===== config.mk =====
export PLATFORM = sky130hd
export DESIGN_NAME = wptr_ctrl_burst
export DESIGN_NICKNAME = d
export VERILOG_FILES = /design/src/rtl/fifo_ptr_pkg.sv /design/src/rtl/wptr_ctrl_burst_gray2bin_conv.sv /design/src/rtl/wptr_ctrl_burst.sv
export SDC_FILE = /design/constraint.sdc
export NUM_CORES = 1
export LEC_CHECK = 0
export BUFFER_PORTS_ARGS = -buffer_cell sky130_fd_sc_hd__buf_2
export CORE_MARGIN = 2
export CORE_UTILIZATION = 51
export CTS_BUF_LIST = sky130_fd_sc_hd__clkbuf_8
export DETAILED_ROUTE_END_ITERATION = 8
export PLACE_DENSITY = 0.81
export SLEW_MARGIN = 20
export SYNTH_ARGS = -nofsm -noshare
export SYNTH_HDL_FRONTEND = slang
export SYNTH_SLANG_ARGS = --single-unit

===== constraint.sdc =====
create_clock -name clk -period 6.71 [get_ports clk]
set_input_delay 0.3355 -clock clk [delete_from_list [all_inputs] [get_ports clk]]
set_output_delay 0.3355 -clock clk [all_outputs]
set_load 0.005 [all_outputs]

===== src/rtl/fifo_ptr_pkg.sv =====
// fifo_ptr_pkg: shared pointer constants and binary/Gray conversion helpers
package fifo_ptr_pkg;
  localparam int PTR_MAX_W = 16;
  localparam int DEFAULT_ADDR_WIDTH = 6;
  function automatic logic [PTR_MAX_W-1:0] width_mask(input int w);
    return (PTR_MAX_W'(1) << w) - PTR_MAX_W'(1);
  endfunction
  function automatic logic [PTR_MAX_W-1:0] bin2gray(input logic [PTR_MAX_W-1:0] b, input int w);
    return (b ^ (b >> 1)) & width_mask(w);
  endfunction
  function automatic logic [PTR_MAX_W-1:0] gray2bin(input logic [PTR_MAX_W-1:0] g, input int w);
    logic [PTR_MAX_W-1:0] r;
    r = g & width_mask(w);
    for (int i = PTR_MAX_W-2; i >= 0; i--) r[i] = r[i] ^ r[i+1];
    return r;
  endfunction
endpackage


===== src/rtl/wptr_ctrl_burst_gray2bin_conv.sv =====
// gray2bin_conv: combinational Gray-to-binary XOR prefix chain
module gray2bin_conv #(
  parameter int W = 7
) (
  input  logic [W-1:0] gray,
  output logic [W-1:0] bin
);
  for (genvar i = 0; i < W; i++) begin : g_bit
    assign bin[i] = ^gray[W-1:i];
  end
endmodule


===== src/rtl/wptr_ctrl_burst.sv =====
// wptr_ctrl_burst: multi-word async FIFO write pointer with fill/almost-full flags; sticky overflow and ovf_clr under WPTR_OVERFLOW_EN
module wptr_ctrl_burst
  import fifo_ptr_pkg::*;
#(
  parameter int ADDR_WIDTH = DEFAULT_ADDR_WIDTH,
  parameter int MAX_INC    = 4,
  parameter int INC_W      = $clog2(MAX_INC + 1)
) (
  input  logic                  clk,
  input  logic                  rst,
  input  logic [INC_W-1:0]      inc_cnt,
  input  logic [ADDR_WIDTH:0]   wq2_rptr,
  input  logic [ADDR_WIDTH:0]   af_thresh,
`ifdef WPTR_OVERFLOW_EN
  input  logic                  ovf_clr,
`endif
  output logic [ADDR_WIDTH:0]   wptr,
  output logic [ADDR_WIDTH-1:0] waddr,
  output logic [INC_W-1:0]      acc_cnt,
  output logic                  full,
  output logic                  almost_full,
  output logic [ADDR_WIDTH:0]   wfill,
  output logic                  overflow
);
  localparam int PW = ADDR_WIDTH + 1;
  localparam int DEPTH = 1 << ADDR_WIDTH;
  logic [PW-1:0] wbin, rbin, used, wbin_next, fill_next;
  logic [PW:0] free, req;
  gray2bin_conv #(.W(PW)) u_g2b (.gray(wq2_rptr), .bin(rbin));
  assign used = wbin - rbin;
  // a stale read pointer can never make used exceed DEPTH, but clamp anyway so free cannot go negative
  assign free = ({1'b0, used} > (PW+1)'(DEPTH)) ? '0 : (PW+1)'(DEPTH) - {1'b0, used};
  assign req = ((PW+1)'(inc_cnt) > (PW+1)'(MAX_INC)) ? (PW+1)'(MAX_INC) : (PW+1)'(inc_cnt);
  assign acc_cnt = INC_W'((req < free) ? req : free);
  assign wbin_next = wbin + PW'(acc_cnt);
  assign fill_next = wbin_next - rbin;
  assign waddr = wbin[ADDR_WIDTH-1:0];
  always_ff @(posedge clk) begin
    if (rst) begin
      wbin <= '0;
      wptr <= '0;
      wfill <= '0;
      full <= 1'b0;
      almost_full <= 1'b0;
    end else begin
      wbin <= wbin_next;
      wptr <= PW'(bin2gray(PTR_MAX_W'(wbin_next), PW));
      wfill <= fill_next;
      full <= (fill_next == PW'(DEPTH));
      almost_full <= (fill_next >= af_thresh);
    end
  end
`ifdef WPTR_OVERFLOW_EN
  // a fresh overflow in the same cycle as ovf_clr keeps the flag set
  always_ff @(posedge clk)
    overflow <= rst ? 1'b0 : (req > free) | (overflow & ~ovf_clr);
`else
  assign overflow = 1'b0;
`endif
endmodule


==> impl_metrics.toml, run 1 <==
[worst_setup_path]
worstPathArrival_ns = 6.90
crit_path_capture_type = "register"
crit_path_slowest_cell = "sky130_fd_sc_hd__xor3_2"
timing.rr.start = "wbin[1]"
crit_required_ns = 6.86
worst-path-max-fanout = 3
crit_path_launch_type = "primary input"
crit_type = "in2reg"
critPathLaunch = "wq2_rptr[6]"
critical-path-max-stage-delay_ns = 0.42

[cells_and_area]
nFillCells = 265
nNetsFinal = 357
finalNonFillerCells = 359
area_delta_synth_final_pct = 41.1
antenna_cells = 0
layout-drive-gt1-share_pct = 41.8

[global_routing]
pin_count_of_the_biggest_net_entering_global_routing = 22
antenna_found_initial = 0
grt_pass1_vias = 1725
grtUsageTotal_pct = 21.2
global_route_wire_length_before_repair_um = 7300
overflow = 0

[floorplan]
chipWidth_um = 66.0
initial_utilization_pct = 53.1
floorplan.die.height_um = 66.0
core-area_um2 = 3690
die_area_um2 = 4350
rows = 22
io_pins = 45

[cts]
clkTransAtPathRegs_ns = 0.08
cts-hold-fix-buffers = 0
cts_buffers = 3
cts.htree.levels = 1
clockRootBuffer = "sky130_fd_sc_hd__clkbuf_8"
insertion_delay_ns = 0.27
tritoncts_num_sinks = 22
tritoncts = "built"
max-clock-path-buffers = 2

[synthesis]
synth.net_count = 276
yosys.cell_types.count = 52
area_share_of_the_leading_cell_type_in_the_synthesized_netlist_pct = 22.5
ys.flop_type = "sky130_fd_sc_hd__dfxtp_1"
synth_top_cells_by_area = "sky130_fd_sc_hd__dfxtp_1, sky130_fd_sc_hd__ha_1, sky130_fd_sc_hd__xnor2_1"
yosysWarningCount = 0
synthCells = 231
syn_area_per_cell_um2 = 8.48
synth-async-reset-ratio_pct = 0
yosysSeqAreaShare_pct = 22.5
synth_seq_cells = 22
synth_top_cell_by_area = "sky130_fd_sc_hd__dfxtp_1"
number_of_enable_flip_flop_cells_after_synthesis = 0
synthesis.area_um2 = 1960

[timing]
postLayoutSetupSlackWorst_ns = -0.0474
timing.slew.headroom_pct = 66.6
post_layout_minimum_cycle_time_ns = 6.76
worst_slew_pin_slew_ns = 0.496
setup_violations = 1
clock-skew-final_ns = 0.00502
share_of_the_clock_period_used_by_the_worst_path_after_layout_pct = 101
maxClockFrequency_mhz = 148
slew_violations = 0
hold_violation_total_from_the_final_report = 0
rsz0062_at_grt = "true"

[placed_design]
place.detailed.instances = 343
place_worst_setup_slack_ns = -0.337
dp.final_hpwl_um = 3530
portBuffers = 43
place.gp.congestion = 0.783

[detailed_routing]
detailedRoute.firstPassIterationCount = 4
antenna_left = 0
drt-total-wl_um = 4990
detailroute.via_count = 1844
vias_per_cell = 5.14
drc_errors = 0
detail_route.wl_per_cell_um = 13.9
detail_route.iter0.violations = 52

[worst_hold_path]
hold_start = "rst"
hold_path.class = "in2reg"

[status]
violations = "setup timing"
outcome = "finished, violations left"

[flow_run]
maxCapViolations = 0
Yosys cell counts (all sizes together) (2+ instances only):
cell type  count
o21a           2
and3           2
and2           2
fa             2
nand4          3
nor2          23
a21oi         16
nand2b         3
a211oi         2
mux2i          3
nor2b          7
clkbuf         3
o31ai          3
xnor2         21
nand2         11
nand3          2
a21o           5
o21bai         2
inv           27
xor2           8
nor3           2
dfxtp         22
and2b          2
ha            24
o21ai         12
critical path: cells and delay by family:
family,cells,cell delay [ns]
xor gates and xnor gates,7,1.75
AOI/OAI and AO/OA,10,1.70
adders and majority gates,6,1.68
and+or+nand+nor,4,0.47
buffers and inverters,5,0.46
muxes,2,0.48
repair_timing:
item,in CTS,in global routing
resized for setup,5,29
endpoints found under the setup margin,1,2
setup buffers,1,11
endpoints found under the hold margin,0,0
pin swaps,4,29
per-stage QoR:
| stage | setup TNS, ns | area, um^2 | utilization (%) | hold WS [ns] |
|---|---|---|---|---|
| after CTS | 0 | 2540 | 68.8 | 0.461 |
| after detailed placement | -0.374 | 2450 | 66.4 | 0.643 |
| final | -0.0474 | 2770 | 75.0 | 0.462 |
| after floorplan | 0 | 2010 | - | 0.414 |
| after global placement | -0.137 | 2450 | 66.4 | 0.647 |
| after global routing | -0.502 | 2770 | 75.0 | 0.481 |
area by class of cell:
type                       count  area [um^2]  area share [%]
inverter                      27          104            3.76
multi-input combinational    177         1600            57.8
clock buffer                   4         55.1            1.99
sequential                    22          440            15.9
tap                           48         60.1            2.17
timing repair buffer          81          507            18.3
metal layers:
layer	vias up	wire length [um]	global-route usage, %	share of wire (%)
met1	853	2180	26.0	44
li1	941	-	-	-
met5	-	0	0	0
met2	41	2550	39.0	51
met4	0	60	2.55	1.2
met3	9	194	4.43	3.9
cells by family (layout without fill, tap and decap cells):
family                   Yosys count  after routing  share of synthesized area, %
AND/OR/NAND/NOR                   66             66                          17.8
buffers and inverters             32            112                          6.77
other                              1              1                         0.191
multiplexers                       3              3                          1.53
flip-flops                        22             22                          22.5
XOR/XNOR                          30             30                          16.2
adder cells (fa/ha/maj)           27             27                          18.1
AO/OA/AOI/OAI                     50             50                          17.0
path summary, 6_finish.rpt:
check | endpoint | cells past startpoint | slack, ns
setup / recovery | almost_full | 34 | -0.05
hold / removal | wptr[2] | 2 | 0.46
setup reg to reg | almost_full | 27 | 0.65
hold reg to reg | wptr[6] | 2 | 0.66
placed cells by master, fill, tap and decap left out, drive strengths merged, types with 3 or more instances in the layout:
cell type,Yosys,layout
inv,27,27
o31ai,3,3
xnor2,21,21
nand2,11,11
a21oi,16,16
a21o,5,5
nor2b,7,7
xor2,8,8
buf,1,81
o21ai,12,12
nand2b,3,3
clkbuf,3,4
ha,24,24
nor2,23,23
dfxtp,22,22
mux2i,3,3
nand4,3,3
flip-flops by register name (all words and copies together) (netlist names):
register     count
almost_full      1
wptr             7
wfill            7
full             1
wbin             6
Power of run 1 is left out: the tool's default activity adds up to more than one toggle a clock period on the data nets, which glitch-free logic cannot reach.
==> run 2: changes to the inputs <==
Settings changed: PLACE_DENSITY 0.81 to 0.87.
==> run 2 against run 1 <==
The flow now finishes without violations. Flip-flop and latch count is the same. Global-route usage grew 3.7 points. Cell count grew 2.5%. Critical path depth grew 3. Register-to-register slack gained 0.23 ns. Highest routed layer unchanged.
==> impl_metrics.toml, run 2 (synthesized netlist as in run 1, its figures left out) <==
[status]
outcome = "complete, no violations"

[floorplan]
die_area_um2 = 4350
initial_utilization_pct = 53.1
io_pins = 45
floorplan.die.height_um = 66.0
rows = 22
chipWidth_um = 66.0
core-area_um2 = 3690

[cts]
max-clock-path-buffers = 2
clkTransAtPathRegs_ns = 0.08
tritoncts = "built"
tritoncts_num_sinks = 22
cts.htree.levels = 1
insertion_delay_ns = 0.27
cts_buffers = 3
clockRootBuffer = "sky130_fd_sc_hd__clkbuf_8"
cts-hold-fix-buffers = 0

[worst_setup_path]
crit_path_slowest_cell = "sky130_fd_sc_hd__xor3_2"
crit_type = "in2reg"
timing.rr.start = "wbin[1]"
crit_path_launch_type = "primary input"
critPathLaunch = "wq2_rptr[4]"
worst-path-max-fanout = 4
critical-path-max-stage-delay_ns = 0.46
crit_required_ns = 6.90
critical-path-top-cell-by-count = "sky130_fd_sc_hd__buf_4"
worstPathArrival_ns = 6.79
crit_path_capture_type = "register"

[detailed_routing]
drc_errors = 0
detailedRoute.firstPassIterationCount = 4
detailroute.via_count = 1950
detail_route.wl_per_cell_um = 14.5
vias_per_cell = 5.30
detail_route.iter0.violations = 117
antenna_left = 0
drt-total-wl_um = 5340

[cells_and_area]
layout-drive-gt1-share_pct = 40.9
biggestRegsByFlops = "wfill: 7 flops, wptr: 7 flops, wbin: 6 flops"
antenna_cells = 0
multi_input_comb_area_um2 = 1520
area_delta_synth_final_pct = 40.2
nFillCells = 260
layout_common_cells = "sky130_fd_sc_hd__buf_4, sky130_fd_sc_hd__buf_2, sky130_fd_sc_hd__inv_1"
fin_area_um2 = 2750
nNetsFinal = 366
sequential_cell_area_um2 = 440
most_frequent_standard_cell_in_the_layout_excluding_fill_and_tap_cells = "sky130_fd_sc_hd__buf_4"

[timing]
slew_violations = 0
share_of_the_clock_period_used_by_the_worst_path_after_layout_pct = 98.3
worst_slew_pin_slew_ns = 0.662
post_layout_minimum_cycle_time_ns = 6.60
clock-skew-final_ns = 0.00408
setup-tns-final_ns = 0
maxClockFrequency_mhz = 152
postLayoutSetupSlackWorst_ns = 0.112
setup_violations = 0
timing.slew.headroom_pct = 55.6
rsz0062_at_grt = "true"
hold_violation_total_from_the_final_report = 0

[worst_hold_path]
hold_path.class = "in2reg"
hold_start = "rst"

[placed_design]
place.gp.congestion = 0.875
place_worst_setup_slack_ns = -0.371
portBuffers = 43
dp.final_hpwl_um = 3740
postPlaceCellArea_um2 = 2460

[global_routing]
grt_pass1_vias = 1985
pin_count_of_the_biggest_net_entering_global_routing = 22
global_route_wire_length_before_repair_um = 8470
antenna_found_initial = 0
grtUsageTotal_pct = 24.9
overflow = 0

[flow_run]
maxCapViolations = 0
## run 2: metrics by stage
stage                     cells  hold slack [ns]  utilization (%)
final                       368            0.451             74.5
after global routing        368            0.474             74.5
after CTS                   363            0.444             72.0
after detailed placement    344            0.650             66.6
after global placement      344            0.637             66.6
after floorplan             231            0.414                -
## run 2: path summary, 6_finish.rpt
check,cells past startpoint,endpoint,slack [ns]
worst max register to register,30,full,0.88
worst min-delay path,2,wfill[0],0.45
worst max-delay path,37,full,0.11
worst min register to register,2,wptr[6],0.66
## run 2: worst max-delay path: cells and delay by family
family,cells,cell delay (ns)
buf+inv,11,1.12
simple gates,3,0.64
compound gates,11,1.84
fa+ha+maj,5,1.21
xor+xnor,6,1.34
mux,1,0.29
## run 2: per-layer routing
metal | vias to the layer above | part of all wire (%) | global-route usage (%)
met4 | 0 | 3.4 | 7.40
li1 | 959 | - | -
met2 | 69 | 51 | 47.1
met3 | 16 | 4.9 | 4.77
met5 | - | 0 | 0
met1 | 906 | 41 | 27.8
## run 2: final cells by class
cell class | count | area share, %
clock buffers | 4 | 2.00
repair buffers | 90 | 20.7
flip-flops and latches | 22 | 16.0
well taps | 48 | 2.19
multi-input cells | 177 | 55.3
inverters | 27 | 3.78
## run 2: timing repair
item,in CTS,in global routing
buffers inserted,15,5
endpoints found under the setup margin,1,5
pin swaps,16,11
resized for setup,12,8
Power of run 2 is left out for the same reason.
==> run 3: changes to the inputs <==
Settings changed: CORE_UTILIZATION 51 to 35, PLACE_DENSITY 0.87 to 0.57.
==> run 3 against run 2 <==
Clock skew fell by 0.0012 ns. Register-to-register slack improved by 0.07 ns. Sequential share of layout area grew 0.096 points. Flip-flop and latch count unchanged. Setup slack improved by 0.14 ns. Utilization fell by 25 points. Clock-buffer cell count unchanged. Critical path depth down 4. Global-route usage shrank 9.5 points.
==> impl_metrics.toml, run 3 (synthesized netlist as in run 1, its figures left out) <==
[timing]
hold_violation_total_from_the_final_report = 0
maxClockFrequency_mhz = 155
setup_violations = 0
share_of_the_clock_period_used_by_the_worst_path_after_layout_pct = 96.2
post_layout_minimum_cycle_time_ns = 6.46
finalHoldWorstSlack_ns = 0.461
rsz0062_at_grt = "true"
slew_violations = 0
clock-skew-final_ns = 0.00283

[floorplan]
core-area_um2 = 5470
io_pins = 45
initial_utilization_pct = 35.8
floorplan.die.height_um = 78.8
die_area_um2 = 6210
chipWidth_um = 78.8
rows = 27

[cts]
tritoncts = "built"
cts-hold-fix-buffers = 0
cts.htree.levels = 1
max-clock-path-buffers = 2
cts_buffers = 3
insertion_delay_ns = 0.26
tritoncts_num_sinks = 22
clkTransAtPathRegs_ns = 0.08
clockRootBuffer = "sky130_fd_sc_hd__clkbuf_8"

[detailed_routing]
detail_route.wl_per_cell_um = 11.8
vias_per_cell = 4.72
detailroute.via_count = 1825
detailedRoute.firstPassIterationCount = 4
drc_errors = 0
detail_route.iter0.violations = 41
drt-total-wl_um = 4570
antenna_left = 0

[cells_and_area]
layout_common_cells = "sky130_fd_sc_hd__buf_2, sky130_fd_sc_hd__buf_4, sky130_fd_sc_hd__inv_1"
layout-drive-gt1-share_pct = 39.0
fin_area_um2 = 2730
biggestRegsByFlops = "wfill: 7 flops, wptr: 7 flops, wbin: 6 flops"
antenna_cells = 0
finalCoreUtilization_pct = 49.9
finalNonFillerCells = 387
nNetsFinal = 361
area_delta_synth_final_pct = 39.3
most_frequent_standard_cell_in_the_layout_excluding_fill_and_tap_cells = "sky130_fd_sc_hd__buf_2"

[worst_setup_path]
path_buf_inv = 3
crit_required_ns = 6.85
setup.reg_to_reg.worst_slack_ns = 0.95
critical-path-max-stage-delay_ns = 0.46
critical-path-top-cell-by-count = "sky130_fd_sc_hd__ha_1"
timing.rr.start = "wbin[1]"
crit_path_launch_type = "primary input"
rr_endpoint = "almost_full"
crit_type = "in2reg"
crit_path_slowest_cell = "sky130_fd_sc_hd__xor3_2"
crit_path_capture_type = "register"
path_delay_family = "compound AO/OA/AOI/OAI gates"
worstPathArrival_ns = 6.60
r2r_cells = 26
worst-path-max-fanout = 4

[placed_design]
place.detailed.instances = 377
portBuffers = 43
place.gp.congestion = 0.787
postPlaceCellArea_um2 = 2550
dp.final_hpwl_um = 3730

[worst_hold_path]
hold_path_end = "wfill[0]"
hold_start = "rst"
hold_path_depth = 2
hold_path.class = "in2reg"

[global_routing]
pin_count_of_the_biggest_net_entering_global_routing = 22
antenna_found_initial = 0
overflow = 0
global_route_wire_length_before_repair_um = 7780
grt_pass1_vias = 1735
grtUsageTotal_pct = 15.4

[pwr]
irDropWorstVdd_mv = 0.301
power.static_leakage_nw = 1.37
pwr-share-seq_pct = 11.2
power.density_cell_area_nw_per_um2 = 668
comb_power_share_pct = 83.5
internal_portion_of_total_power_mw = 1.06
power.switching_mw = 0.764
fraction_of_power_spent_switching_nets_pct = 41.9
clock_power_share_pct = 5.3

[flow_run]
maxCapViolations = 0

[status]
outcome = "complete, no violations"
run 3: cell types whose count changed in the layout (fill, tap and decap cells not counted):
cell,delta
sky130_fd_sc_hd__a21oi_1,-2
sky130_fd_sc_hd__a21oi_2,+2
sky130_fd_sc_hd__and4_1,+1
sky130_fd_sc_hd__and4_4,-1
sky130_fd_sc_hd__buf_4,-5
sky130_fd_sc_hd__mux2i_1,+1
sky130_fd_sc_hd__mux2i_2,-2
sky130_fd_sc_hd__mux2i_4,+1
sky130_fd_sc_hd__o21ai_1,+1
sky130_fd_sc_hd__o21ai_2,-1
sky130_fd_sc_hd__xor2_1,+2
sky130_fd_sc_hd__xor2_2,-2
run 3: worst max-delay path by stage:
stage           startpoint     endpoint  depth (start not counted)
5_1_grt        wq2_rptr[6]  almost_full                         34
6_report       wq2_rptr[6]  almost_full                         33
3_5_place_dp   wq2_rptr[4]  almost_full                         34
3_3_place_gp   wq2_rptr[4]  almost_full                         34
2_1_floorplan  wq2_rptr[4]  almost_full                         32
4_1_cts        wq2_rptr[4]  almost_full                         34
run 3: metrics by stage:
| step | setup slack [ns] | setup TNS (ns) | power (mW) |
|---|---|---|---|
| floorplan | 0.0393 | 0 | 1.06 |
| global placement | -0.0482 | -0.0482 | 1.56 |
| detailed placement | -0.194 | -0.225 | 1.58 |
| CTS | 0.0504 | 0 | 1.69 |
| global route | -0.153 | -0.197 | 2.02 |
| finish | 0.252 | 0 | 1.82 |
run 3: cell type report:
cell class | instances | area (um^2)
clock buffers | 4 | 55.1
fillers | 555 | 2740
inverters | 27 | 104
multi-input cells | 177 | 1510
flip-flops and latches | 22 | 440
well taps | 72 | 90.1
repair buffers | 85 | 531
run 3: timing repair:
item / in CTS / in global routing
setup buffers: 0 / 6
endpoints found under the setup margin: 0 / 4
resized for setup: 0 / 18
run 3: power by group through the flow:
stage	combinational (mW)	sequential [mW]	clock, mW
2_1_floorplan	0.856	0.204	0
3_3_place_gp	1.36	0.205	0
3_5_place_dp	1.38	0.206	0
4_1_cts	1.38	0.203	0.0990
5_1_grt	1.70	0.209	0.106
6_report	1.52	0.205	0.0958
run 3: per-layer routing:
| layer | vias up | part of all wire [%] | GRT usage, % |
|---|---|---|---|
| met3 | 4 | 4.2 | 3.52 |
| met4 | 0 | 0.59 | 2.07 |
| met5 | - | 0 | 0 |
| li1 | 958 | - | - |
| met1 | 827 | 49 | 21.5 |
| met2 | 36 | 46 | 25.0 |
run 3: worst register-to-register path, delay by kind of cell, from the launching register on:
family | cells | cell delay (ns)
AO/OA/AOI/OAI | 13 | 2.21
XOR/XNOR | 3 | 0.45
flip-flops | 1 | 0.56
adder cells (fa/ha/maj) | 6 | 1.65
AND/OR/NAND/NOR | 2 | 0.33
multiplexers | 2 | 0.44
Note: power is estimated with default switching activity, not from simulation.
